<file path="config.mk">
export PLATFORM = sky130hd
export DESIGN_NAME = ser_word_rx
export DESIGN_NICKNAME = d
export VERILOG_FILES = /design/src/rtl/ser_pkg.sv /design/src/rtl/sync_nff.sv /design/src/rtl/ser_word_rx.sv
export SDC_FILE = /design/constraint.sdc
export NUM_CORES = 1
export LEC_CHECK = 0
export CAP_MARGIN = 25
export CORE_MARGIN = 2
export CORE_UTILIZATION = 43
export CTS_BUF_LIST = sky130_fd_sc_hd__clkbuf_2
export DETAILED_ROUTE_END_ITERATION = 6
export PLACE_DENSITY = 0.68
export SYNTH_ARGS = -nofsm -noshare
export SYNTH_HDL_FRONTEND = slang
export SYNTH_SLANG_ARGS = --single-unit
</file>
<file path="constraint.sdc">
create_clock -name clk -period 1.6 [get_ports clk]
set_clock_uncertainty 0.05 [all_clocks]
set_input_delay 0.32 -clock clk [delete_from_list [all_inputs] [get_ports clk]]
set_output_delay 0.32 -clock clk [all_outputs]
set_load 0.05 [all_outputs]
</file>
<file path="src/rtl/ser_pkg.sv">
// Shared definitions for the bit-serial register link receiver.
package ser_pkg;

  typedef enum logic {
    S_IDLE  = 1'b0,
    S_SHIFT = 1'b1
  } state_t;

  // Data bits plus parity bit must XOR to this value.
  localparam logic PARITY_SENSE = 1'b1;

  function automatic logic parity_bad(input logic xor_all);
    return xor_all != PARITY_SENSE;
  endfunction

endpackage

</file>
<file path="src/rtl/sync_nff.sv">
// Width x depth flop chain used to bring asynchronous inputs into the clk domain.
module sync_nff #(
  parameter int           W       = 1,
  parameter int           D       = 2,
  parameter logic [W-1:0] RST_VAL = '0
) (
  input  logic         clk,
  input  logic         rst_n,
  input  logic [W-1:0] d,
  output logic [W-1:0] q
);

  logic [D*W-1:0] chain_reg;

  always_ff @(posedge clk or negedge rst_n) begin
    if (!rst_n) begin
      chain_reg <= {D{RST_VAL}};
    end else if (D > 1) begin
      chain_reg <= {chain_reg[(D-1)*W-1:0], d};
    end else begin
      chain_reg <= d;
    end
  end

  assign q = chain_reg[D*W-1 -: W];

endmodule

</file>
<file path="src/rtl/ser_word_rx.sv">
// Bit-serial word receiver: synchronizes strobe/select/data and assembles MSB-first words.
// Optional odd parity bit per word when SER_WORD_RX_PARITY_EN is defined.
module ser_word_rx
  import ser_pkg::*;
#(
  parameter int   P_NBITS  = 8,
  parameter int   P_NSYNC  = 2,
  parameter logic P_DEFVAL = 1'b0
) (
  input  logic               clk,
  input  logic               rst_n,
  input  logic               ser_clk,
  input  logic               ser_cs_n,
  input  logic               ser_dat,
  output logic [P_NBITS-1:0] y,
  output logic               y_vld,
  output logic               busy,
  output logic               frm_err,
  output logic               par_err
);

  localparam int CW = $clog2(P_NBITS + 1);
`ifdef SER_WORD_RX_PARITY_EN
  localparam logic [CW-1:0] LAST_CNT = CW'(P_NBITS);
`else
  localparam logic [CW-1:0] LAST_CNT = CW'(P_NBITS - 1);
`endif

  logic [2:0] sync_q;
  logic       sclk_s, cs_s, dat_s;
  logic       sclk_d_reg;
  logic       strobe;

  // One chain for all three wires keeps them mutually aligned.
  sync_nff #(
    .W       (3),
    .D       (P_NSYNC),
    .RST_VAL (3'b110)
  ) u_sync (
    .clk   (clk),
    .rst_n (rst_n),
    .d     ({ser_clk, ser_cs_n, ser_dat}),
    .q     (sync_q)
  );

  assign {sclk_s, cs_s, dat_s} = sync_q;

  always_ff @(posedge clk or negedge rst_n) begin
    if (!rst_n) sclk_d_reg <= 1'b1;
    else        sclk_d_reg <= sclk_s;
  end

  assign strobe = sclk_s & ~sclk_d_reg;

  state_t             state_reg;
  logic [CW-1:0]      cnt_reg;
  logic [P_NBITS-1:0] shift_reg;
  logic [P_NBITS-1:0] y_reg;
  logic               y_vld_reg;
  logic               frm_err_reg;
  logic [P_NBITS-1:0] word_next;

  assign word_next = {shift_reg[P_NBITS-2:0], dat_s};

`ifdef SER_WORD_RX_PARITY_EN
  logic par_err_reg;
`endif

  always_ff @(posedge clk or negedge rst_n) begin
    if (!rst_n) begin
      state_reg   <= S_IDLE;
      cnt_reg     <= '0;
      shift_reg   <= '0;
      y_reg       <= {P_NBITS{P_DEFVAL}};
      y_vld_reg   <= 1'b0;
      frm_err_reg <= 1'b0;
`ifdef SER_WORD_RX_PARITY_EN
      par_err_reg <= 1'b0;
`endif
    end else begin
      y_vld_reg   <= 1'b0;
      frm_err_reg <= 1'b0;
`ifdef SER_WORD_RX_PARITY_EN
      par_err_reg <= 1'b0;
`endif
      case (state_reg)
        S_IDLE: begin
          cnt_reg <= '0;
          if (!cs_s) state_reg <= S_SHIFT;
        end
        S_SHIFT: begin
          // A select release outranks a coincident strobe; that bit is dropped.
          if (cs_s) begin
            frm_err_reg <= (cnt_reg != '0);
            cnt_reg     <= '0;
            state_reg   <= S_IDLE;
          end else if (strobe) begin
            if (cnt_reg == LAST_CNT) begin
              cnt_reg   <= '0;
              y_vld_reg <= 1'b1;
`ifdef SER_WORD_RX_PARITY_EN
              y_reg       <= shift_reg;
              par_err_reg <= parity_bad(^{shift_reg, dat_s});
`else
              y_reg       <= word_next;
`endif
            end else begin
              shift_reg <= word_next;
              cnt_reg   <= cnt_reg + 1'b1;
            end
          end
        end
        default: state_reg <= S_IDLE;
      endcase
    end
  end

  assign y       = y_reg;
  assign y_vld   = y_vld_reg;
  assign frm_err = frm_err_reg;
  assign busy    = (state_reg == S_SHIFT) && (cnt_reg != '0);
`ifdef SER_WORD_RX_PARITY_EN
  assign par_err = par_err_reg;
`else
  assign par_err = 1'b0;
`endif

endmodule

</file>
==> reports/results.ini <==
[outcome]
status=finished, violations left
violations=setup timing

[drt]
drtAntennaViolNets=0
wl_per_cell_um=14.5
wl_mm=2.06
drc_errors=0
detail_route.first_pass.iterations=4
vias_per_cell=4.89
routed-via-count=695
drtIter0Drc=17

[sta]
rsz0062_at_grt=yes
layout_setup_ws_ns=-0.157
finalSetupViolations=9
fin_crit_sh_pct=110
clock.fmax_mhz=569
fin_crit_ns=1.76
whs_ns=0.262
slew_violations=0
hold_violations=0

[global_route]
grt_max_degree=30
grt-ovfl-total=0
grt_pass1_vias=736
grt_pass1_wl_mm=3.59
grt_use_total_pct=16.0
antenna_found_initial=0

[floorplan]
die_y_um=55.2
pin_count=17
die-width_um=55.2
initial_utilization_pct=45.5
row_count=18
core-area_um2=2480
dieArea_um2=3050

[worst_setup_path]
cp-start-kind=register
path_class=register to register
crit_path_end_kind=register
required_ns=1.82
path_max_fanout=5
cp.arrival_ns=1.97

[worst_hold_path]
hold_path.class=input port to asynchronous set/reset pin

[finish]
design_area_um2=1660
nets=118
mostFrequentLayoutCells=24 x dfrtp_1, 14 x buf_4, 9 x buf_12, 8 x mux2_4, 7 x mux2_2
largest_register_ffs=8
drive_above_1_share_pct=56.3
layout_commonest_cell=dfrtp_1
diodes=0
syn2layout_area_growth_pct=47.1

[placed_design]
place.gp.congestion=0.857
numPortBuffers=15
post-place-ws_ns=-0.130
placed_cell_area_um2=1460
dp_hpwl_mm=1.30

[synthesis]
postSynthCellCount=75
syn-cell-area_um2=1130
synth_seq_area_share_pct=64.9
ys_ff_latch=29
synth_cell_types=24
synthFlopType=dfrtp_1
yosys_warnings=0
async_reset_ff_share_pct=100
postSynthAreaPerCell_um2=15.0
synth_nets=82
synth_edf_count=0

[power_and_ir_drop]
powerDensity_nw_per_um2=992
combPwrFrac_pct=7.4
p_total_uw=1640
peakVddDrop_mv=0.825
pwr-share-clk_pct=41.5
p_switching_uw=357
leakagePower_uw=0.000813
p_seq_share_pct=51.1
switching_share_pct=21.7
p_int_uw=1290

[clock_network]
clock-root-buffer=clkbuf_2
clk_latency_ns=0.36
cts_buffers=5
cts_buffer_depth=2
cts_tree=yes
clock_sinks=29
clkTransAtPathRegs_ns=0.15
h-tree-depth=2

[flow_run]
cap_violations=0

per-layer routing:
metal  global-route usage (%)  vias to the layer above  wire length (um)
met4                     6.27                        0                 0
met5                        0                        -                 0
met3                     8.43                        0               114
met1                     18.4                      355               881
met2                     25.2                       21              1060
li1                         -                      319                 -
power by group through the flow:
stage               Combinational (uW)  Sequential, uW  Clock [uW]
floorplan                         68.8             840           0
global placement                   111             848           0
detailed placement                 114             855           0
CTS                                123             840         694
global route                       134             848         744
finish                             122             840         683
Yosys cell counts, types with 2 or more instances:
master / n / area, um^2
dfrtp_1: 24 / 601
inv_1: 4 / 15.0
nand3b_1: 2 / 15.0
nand2_1: 3 / 11.3
mux2_2: 7 / 78.8
or3_1: 2 / 12.5
nor2b_1: 2 / 12.5
nor2_1: 3 / 11.3
ha_1: 2 / 25.0
dfstp_2: 5 / 131
mux2_4: 8 / 120
cell families after synthesis:
| kind of cell | Yosys count | synth area share [%] |
|---|---|---|
| AOI/OAI and AO/OA | 2 | 1.11 |
| xor gates and xnor gates | 2 | 1.55 |
| adders and majority gates | 2 | 2.22 |
| buffers and inverters | 6 | 3.00 |
| DFF | 29 | 64.9 |
| muxes | 16 | 18.5 |
| other | 1 | 0.333 |
| and+or+nand+nor | 17 | 8.32 |
layout make-up:
| class | instances | area, um^2 |
|---|---|---|
| fill | 177 | 820 |
| sequential | 29 | 732 |
| multi-input combinational | 40 | 408 |
| timing repair buffer | 31 | 370 |
| clock inverter | 3 | 65.1 |
| tap | 30 | 37.5 |
| clock buffer | 5 | 25.0 |
| inverter | 4 | 20.0 |
per-stage QoR:
step                      cells  TNS (ns)  util, %
after global placement      128    -0.806     58.9
after floorplan              75    -0.587        -
after global routing        142     -1.76     66.9
final                       142     -1.29     66.9
after CTS                   141     -1.28     66.4
after detailed placement    128     -1.00     58.9
repair_timing:
action,CTS,global route
hold buffers,0,0
setup endpoints to repair,9,16
hold endpoints to repair,0,0
gates cloned,1,0
gates resized for setup,15,2
buffers inserted,4,1
pin swaps,2,2
path summary, 6_finish.rpt:
kind | start | to | slack, ns | cells past startpoint
setup / recovery | cnt_reg[0]$_DFFE_PN0P_ | y[6]$_DFFE_PN0P_ | -0.16 | 6
hold / removal | rst_n | cnt_reg[1]$_DFFE_PN0P_ | 0.26 | 2
setup reg to reg | cnt_reg[0]$_DFFE_PN0P_ | y[6]$_DFFE_PN0P_ | -0.16 | 6
hold reg to reg | u_sync.chain_reg[2]$_DFF_PN1_ | u_sync.chain_reg[5]$_DFF_PN1_ | 0.31 | 0
max in group asynchronous | rst_n | u_sync.chain_reg[4]$_DFF_PN1_ | 0.92 | 2
min in group clk | u_sync.chain_reg[2]$_DFF_PN1_ | u_sync.chain_reg[5]$_DFF_PN1_ | 0.31 | 0
critical path, cell delays in order, from the launching register on:
cell	delay, ns
dfrtp_1	0.39
buf_4	0.12
ha_4	0.12
nand3b_1	0.10
or3_4	0.42
buf_6	0.15
mux2_4	0.29
(Power assumes the default switching activity.)
